### config.mk
export PLATFORM = sky130hd
export DESIGN_NAME = mem_arbiter_flat
export DESIGN_NICKNAME = d
export VERILOG_FILES = /design/src/rtl/mem_arb_pkg.sv /design/src/rtl/mem_arbiter_if.sv /design/src/rtl/arb_sat_counter.sv /design/src/rtl/mem_arbiter.sv /design/src/flat_wrapper.sv
export SDC_FILE = /design/constraint.sdc
export NUM_CORES = 1
export LEC_CHECK = 0
export BUFFER_PORTS_ARGS = -buffer_cell sky130_fd_sc_hd__buf_2
export CORE_AREA = 2 2 109 111
export CTS_BUF_LIST = sky130_fd_sc_hd__clkbuf_4
export DETAILED_ROUTE_END_ITERATION = 7
export DIE_AREA = 0 0 111 113
export PLACE_DENSITY = 0.83
export SYNTH_ARGS = -nofsm -noshare
export SYNTH_HDL_FRONTEND = slang
export SYNTH_SLANG_ARGS = --single-unit
### constraint.sdc
create_clock -name clk -period 3.5 [get_ports clk]
set_clock_uncertainty 0.2 [all_clocks]
set_input_delay 0.35 -clock clk [delete_from_list [all_inputs] [get_ports clk]]
set_output_delay 0.35 -clock clk [all_outputs]
set_load 0.05 [all_outputs]
### src/rtl/mem_arb_pkg.sv
// Shared types for the fetch/data memory arbiter: FSM states and grant identifiers.
package mem_arb_pkg;

  typedef enum logic [1:0] {
    IDLE   = 2'd0,
    IF_ACC = 2'd1,
    D_ACC  = 2'd2
  } arb_state_t;

  typedef enum logic {
    GNT_IF = 1'b0,
    GNT_D  = 1'b1
  } grant_t;

endpackage

### src/rtl/mem_arbiter_if.sv
// Bundle of processor fetch/data ports, memory port and status outputs of mem_arbiter.
// slave is the arbiter's view; master is the surrounding processor/memory view.
interface mem_arbiter_if #(
  parameter int MBUS  = 32,
  parameter int CNT_W = 16
);

  logic             if_req;
  logic [MBUS-1:0]  if_addr;
  logic             if_ack;
  logic [MBUS-1:0]  if_rdata;

  logic             d_re;
  logic             d_we;
  logic [MBUS-1:0]  d_addr;
  logic [MBUS-1:0]  d_wdata;
  logic             d_ack;
  logic [MBUS-1:0]  d_rdata;

  logic [MBUS-1:0]  mem_addr;
  logic [MBUS-1:0]  mem_wdata;
  logic             mem_re;
  logic             mem_we;
  logic [MBUS-1:0]  mem_rdata;
  logic             mem_ready;

  logic             stall;
  logic [CNT_W-1:0] conflict_cnt;

  modport slave (
    input  if_req, if_addr, d_re, d_we, d_addr, d_wdata, mem_rdata, mem_ready,
    output if_ack, if_rdata, d_ack, d_rdata, mem_addr, mem_wdata, mem_re, mem_we,
           stall, conflict_cnt
  );

  modport master (
    output if_req, if_addr, d_re, d_we, d_addr, d_wdata, mem_rdata, mem_ready,
    input  if_ack, if_rdata, d_ack, d_rdata, mem_addr, mem_wdata, mem_re, mem_we,
           stall, conflict_cnt
  );

endinterface

### src/rtl/arb_sat_counter.sv
// Saturating up-counter used to count cycles a requester spent waiting on the other port.
module arb_sat_counter #(
  parameter int CNT_W = 16
) (
  input  logic             clk,
  input  logic             rst,
  input  logic             inc,
  output logic [CNT_W-1:0] count
);

  localparam logic [CNT_W-1:0] ONE = {{(CNT_W-1){1'b0}}, 1'b1};

  always_ff @(posedge clk) begin
    if (!rst) begin
      count <= '0;
    end else if (inc && (count != {CNT_W{1'b1}})) begin
      count <= count + ONE;
    end
  end

endmodule

### src/rtl/mem_arbiter.sv
// Arbitrates instruction fetch and data load/store onto one single-port memory.
// Define MEM_ARB_RR_EN for round-robin tie breaking; otherwise the data port wins ties.
module mem_arbiter
  import mem_arb_pkg::*;
#(
  parameter int MBUS  = 32,
  parameter int CNT_W = 16
) (
  input logic          clk,
  input logic          rst,
  mem_arbiter_if.slave bus
);

  localparam logic [MBUS-1:0] ZERO_WORD = '0;

  arb_state_t       state;
  arb_state_t       next_state;
  grant_t           gnt;
  grant_t           tie_winner;
  logic             if_pend;
  logic             d_pend;
  logic             if_ack_c;
  logic             d_ack_c;
  logic             wait_inc;
  logic [CNT_W-1:0] cnt;

  assign if_pend = bus.if_req;
  assign d_pend  = bus.d_re | bus.d_we;

`ifdef MEM_ARB_RR_EN
  grant_t last_gnt;

  // Remembers who was granted most recently so the other side wins the next tie.
  always_ff @(posedge clk) begin
    if (!rst) begin
      last_gnt <= GNT_IF;
    end else if ((state == IDLE) && (next_state != IDLE)) begin
      last_gnt <= gnt;
    end
  end

  assign tie_winner = (last_gnt == GNT_D) ? GNT_IF : GNT_D;
`else
  assign tie_winner = GNT_D;
`endif

  always_ff @(posedge clk) begin
    if (!rst) begin
      state <= IDLE;
    end else begin
      state <= next_state;
    end
  end

  always_comb begin
    next_state = state;
    gnt        = GNT_D;
    case (state)
      IDLE: begin
        if (if_pend && d_pend) begin
          gnt        = tie_winner;
          next_state = (tie_winner == GNT_D) ? D_ACC : IF_ACC;
        end else if (d_pend) begin
          gnt        = GNT_D;
          next_state = D_ACC;
        end else if (if_pend) begin
          gnt        = GNT_IF;
          next_state = IF_ACC;
        end
      end
      IF_ACC, D_ACC: begin
        if (bus.mem_ready) begin
          next_state = IDLE;
        end
      end
      default: next_state = IDLE;
    endcase
  end

  // Acks are gated by reset so nothing completes while the block is held in reset.
  always_comb begin
    if_ack_c = rst && (state == IF_ACC) && bus.mem_ready;
    d_ack_c  = rst && (state == D_ACC) && bus.mem_ready;
    wait_inc = ((state == IF_ACC) && d_pend) ||
               ((state == D_ACC) && if_pend) ||
               ((state == IDLE) && if_pend && d_pend);
  end

  assign bus.if_ack   = if_ack_c;
  assign bus.d_ack    = d_ack_c;
  assign bus.if_rdata = bus.mem_rdata;
  assign bus.d_rdata  = bus.mem_rdata;
  assign bus.stall    = rst && ((if_pend && !if_ack_c) || (d_pend && !d_ack_c));

  // Memory request is captured at grant and held stable; strobes drop on completion.
  always_ff @(posedge clk) begin
    if (!rst) begin
      bus.mem_addr  <= ZERO_WORD;
      bus.mem_wdata <= ZERO_WORD;
      bus.mem_re    <= 1'b0;
      bus.mem_we    <= 1'b0;
    end else if ((state == IDLE) && (next_state != IDLE)) begin
      if (gnt == GNT_D) begin
        bus.mem_addr  <= bus.d_addr;
        bus.mem_wdata <= bus.d_wdata;
        bus.mem_we    <= bus.d_we;
        bus.mem_re    <= bus.d_re & ~bus.d_we;
      end else begin
        bus.mem_addr  <= bus.if_addr;
        bus.mem_wdata <= ZERO_WORD;
        bus.mem_re    <= 1'b1;
        bus.mem_we    <= 1'b0;
      end
    end else if ((state != IDLE) && (next_state == IDLE)) begin
      bus.mem_re <= 1'b0;
      bus.mem_we <= 1'b0;
    end
  end

  arb_sat_counter #(
    .CNT_W(CNT_W)
  ) u_conflict_cnt (
    .clk  (clk),
    .rst  (rst),
    .inc  (wait_inc),
    .count(cnt)
  );

  assign bus.conflict_cnt = cnt;

endmodule
### src/flat_wrapper.sv
// flat-port wrapper written by rule: the top's interface ports become plain ports
module mem_arbiter_flat import mem_arb_pkg::*;
#(
  parameter int MBUS  = 32,
  parameter int CNT_W = 16
)
  (clk, rst, bus_if_req, bus_if_addr, bus_d_re, bus_d_we, bus_d_addr, bus_d_wdata, bus_mem_rdata, bus_mem_ready, bus_if_ack, bus_if_rdata, bus_d_ack, bus_d_rdata, bus_mem_addr, bus_mem_wdata, bus_mem_re, bus_mem_we, bus_stall, bus_conflict_cnt);
  mem_arbiter_if #(.MBUS(MBUS), .CNT_W(CNT_W)) bus_i ();
  input logic clk;
  input logic rst;
  input wire logic [$bits(bus_i.if_req)-1:0] bus_if_req;
  input wire logic [$bits(bus_i.if_addr)-1:0] bus_if_addr;
  input wire logic [$bits(bus_i.d_re)-1:0] bus_d_re;
  input wire logic [$bits(bus_i.d_we)-1:0] bus_d_we;
  input wire logic [$bits(bus_i.d_addr)-1:0] bus_d_addr;
  input wire logic [$bits(bus_i.d_wdata)-1:0] bus_d_wdata;
  input wire logic [$bits(bus_i.mem_rdata)-1:0] bus_mem_rdata;
  input wire logic [$bits(bus_i.mem_ready)-1:0] bus_mem_ready;
  output wire logic [$bits(bus_i.if_ack)-1:0] bus_if_ack;
  output wire logic [$bits(bus_i.if_rdata)-1:0] bus_if_rdata;
  output wire logic [$bits(bus_i.d_ack)-1:0] bus_d_ack;
  output wire logic [$bits(bus_i.d_rdata)-1:0] bus_d_rdata;
  output wire logic [$bits(bus_i.mem_addr)-1:0] bus_mem_addr;
  output wire logic [$bits(bus_i.mem_wdata)-1:0] bus_mem_wdata;
  output wire logic [$bits(bus_i.mem_re)-1:0] bus_mem_re;
  output wire logic [$bits(bus_i.mem_we)-1:0] bus_mem_we;
  output wire logic [$bits(bus_i.stall)-1:0] bus_stall;
  output wire logic [$bits(bus_i.conflict_cnt)-1:0] bus_conflict_cnt;
  assign bus_i.if_req = bus_if_req;
  assign bus_i.if_addr = bus_if_addr;
  assign bus_i.d_re = bus_d_re;
  assign bus_i.d_we = bus_d_we;
  assign bus_i.d_addr = bus_d_addr;
  assign bus_i.d_wdata = bus_d_wdata;
  assign bus_i.mem_rdata = bus_mem_rdata;
  assign bus_i.mem_ready = bus_mem_ready;
  assign bus_if_ack = bus_i.if_ack;
  assign bus_if_rdata = bus_i.if_rdata;
  assign bus_d_ack = bus_i.d_ack;
  assign bus_d_rdata = bus_i.d_rdata;
  assign bus_mem_addr = bus_i.mem_addr;
  assign bus_mem_wdata = bus_i.mem_wdata;
  assign bus_mem_re = bus_i.mem_re;
  assign bus_mem_we = bus_i.mem_we;
  assign bus_stall = bus_i.stall;
  assign bus_conflict_cnt = bus_i.conflict_cnt;
  mem_arbiter #(.MBUS(MBUS), .CNT_W(CNT_W)) u_core (.clk(clk), .rst(rst), .bus(bus_i));
endmodule
==> impl_metrics.tcl <==
set metrics [dict create \
    status "finished clean" \
    grt_pass1_wl_mm 20.6 \
    rows 39 \
    syn_nets 676 \
    whs_ns 0.0843 \
    cts_tree "yes" \
    arrival_ns 3.35 \
    cts-root-buf "clkbuf_4" \
    yosys_most_used_dff "dfxtp_1" \
    grt_antenna_before_repair 1 \
    synth_cell_types 44 \
    p_int_mw 1.67 \
    antennaDiodeCount 0 \
    crit_chain "inv_1, ha_1, nor3b_2, o21ai_0, a21oi_1, or2_2, ha_4, buf_12, nor2_1, a311oi_1, dlygate4sd3_1" \
    cp_max_fo 60 \
    tns_ns 0 \
    max_stage_delay_ns 0.61 \
    drive_gt1_share_pct 30.2 \
    cts_made_buffers 9 \
    ys_warn_count 0 \
    ir_drop_uv 270 \
    pre_cts_slack_ns 0.546 \
    grt_max_degree 65 \
    cp_slowest_cell "dlygate4sd3_1" \
    timing.fmax_mhz 313 \
    synthSimpleGateAreaFrac_pct 27.2 \
    setup_ws_ns 0.309 \
    min_path_type "in2reg" \
    nNetsFinal 874 \
    dieHeight_um 113 \
    synth-seq-cells 84 \
    syn_inst 536 \
    portBuffers 186 \
    grt.overflow.total 0 \
    fin_util_pct 53.2 \
    postRouteWirelength_mm 13.3 \
    slew-limit-headroom_pct 33.2 \
    critPathCaptureType "register" \
    dpl.hpwl_mm 7.76 \
    cts_buffer_depth 2 \
    clkLatencyLatePin_ns 0.40 \
    numClockSinks 84 \
    grt_usage_pct 20.3 \
    area_delta_synth_final_pct 38.5 \
    combPwrFrac_pct 38.8 \
    rsz0062_at_grt "false" \
    synth_top_family_by_area "simple AND/OR/NAND/NOR gates" \
    start_util_pct 38.4 \
    postPlaceCellArea_sq_um 4880 \
    vias 4508 \
    finalCritPeriodShare_pct 91.2 \
    start_kind "register" \
    cp_top_family "buffers and inverters" \
    ys_async_sr_fraction_pct 0 \
    synth_xor_area_share_pct 0 \
    p_clk_share_pct 20.2 \
    die-area_sq_um 12500 \
    muxShareOfSynthArea_pct 1.39 \
    path_clk_slew_ns 0.13 \
    synth_edf_count 0 \
    io_pins 283 \
    core-area_sq_um 11300 \
    setup_viol 0 \
    numPlacedInstances 769 \
    fp.dieW_um 111 \
    crit_type "reg2reg" \
    power_mw 2.73 \
    grt_pass1_vias 4329 \
    antenna_left 0 \
    yosysSeqAreaShare_pct 38.9 \
    wl_per_cell_um 15.1 \
    cts_max_level 3 \
    seq_power_share_pct 41.0 \
    slew_violations 0 \
    syn_area_sq_um 4330 \
    synth_adder_area_share_pct 1.74 \
    drc 0 \
    synth_compound_area_share_pct 15.7 \
    switching_share_pct 38.7 \
    gp_congestion 0.813 \
    crit_buf_inv 3 \
    hold_violations 0 \
    tightestPinTransition_ns 0.992 \
    final_area_sq_um 5990 \
    syn_area_per_cell_sq_um 8.07 \
    power_density_nw_per_um2 455 \
    cp.required_ns 3.66 \
    leakage_nw 2.72 \
    avgViaCountPerCell 5.11 \
    switchingPower_mw 1.06 \
    dr.pass1.iters 6 \
    final_cells 882 \
    maxCapViolCount 0 \
    drt_iter0_markers 349 \
    period_needed_ns 3.19 \
]
## final timing paths
kind	startpoint	to	slack (ns)	depth (start not counted)
worst min register to register	u_core.bus.mem_wdata[27]	u_core.bus.mem_wdata[27]	0.27	2
worst min-delay path	bus_d_addr[2]	u_core.bus.mem_addr[2]	0.08	3
worst max register to register	u_core.state[1]	u_core.bus.mem_addr[13]	0.31	11
worst max-delay path	u_core.state[1]	u_core.bus.mem_addr[13]	0.31	11
## state kept, by name (all words and copies together), names as in the netlist
signal / cells
u_core.bus.mem_addr: 32
u_core.bus.mem_re: 1
u_core.bus.mem_wdata: 32
u_core.bus.mem_we: 1
u_core.state: 2
u_core.u_conflict_cnt.count: 16
## cell usage after synthesis (6+ instances only)
cell type / number / share of area (%)
o21ai_0: 7 / 0.81
a311oi_1: 32 / 6.5
nor2_1: 36 / 3.1
a21oi_1: 42 / 4.9
buf_4: 64 / 11
mux2i_1: 6 / 1.4
and2_1: 6 / 0.87
nor4_1: 6 / 0.87
dfxtp_1: 84 / 39
nand3_1: 39 / 4.5
clkbuf_1: 30 / 2.6
nand2_1: 80 / 6.9
nand2b_1: 38 / 5.5
ha_1: 6 / 1.7
## placed cells by master (no fill, tap or decap), types with 6 or more instances in the layout
cell / n
buf_2: 186
a311oi_1: 32
nor4_1: 6
nand2_1: 79
o21ai_0: 7
nand2b_1: 38
and2_1: 6
nor2_1: 36
buf_4: 6
dlygate4sd3_1: 95
clkbuf_4: 11
dfxtp_1: 84
a21oi_1: 42
nand3_1: 39
mux2i_1: 6
## power by group through the flow
stage	clock network, mW	registers [mW]	logic, mW
finish	0.551	1.12	1.06
CTS	0.575	1.12	1.03
global route	0.616	1.13	1.13
detailed placement	0	1.14	0.897
floorplan	0	1.49	0.494
global placement	0	1.14	0.886
## per-layer routing
layer | GRT usage [%] | routed length (um) | part of all wire (%)
met1 | 23.2 | 5470 | 41
met2 | 36.2 | 6600 | 50
met3 | 4.66 | 878 | 6.6
met4 | 9.17 | 330 | 2.5
met5 | 0 | 11 | 0.083
## area by class of cell
type | count | area (sq um)
clock inverter | 5 | 52.6
multi-input combinational | 344 | 2010
fill | 1004 | 5280
timing repair buffer | 289 | 1960
sequential | 84 | 1680
inverter | 6 | 22.5
clock buffer | 11 | 82.6
tap | 143 | 179
## timing repair
action	CTS	global route
setup buffers	0	2
resized for setup	0	1
endpoints found under the hold margin	64	0
hold buffers	95	0
setup endpoints to repair	0	12
## worst reg2reg max path, delay by kind of cell, from the launching register on
kind / cells / cell delay [ns]
AOI/OAI and AO/OA: 3 / 0.56
adders and majority gates: 2 / 0.55
buffers and inverters: 3 / 0.98
DFF: 1 / 0.36
and+or+nand+nor: 3 / 0.50
## logic make-up (layout without fill, tap and decap cells)
group / Yosys count / count (layout)
muxes: 6 / 6
AOI/OAI and AO/OA: 97 / 97
and+or+nand+nor: 235 / 235
buffers and inverters: 108 / 311
adders and majority gates: 6 / 6
DFF: 84 / 84
Note: power is estimated with default switching activity, not from simulation.
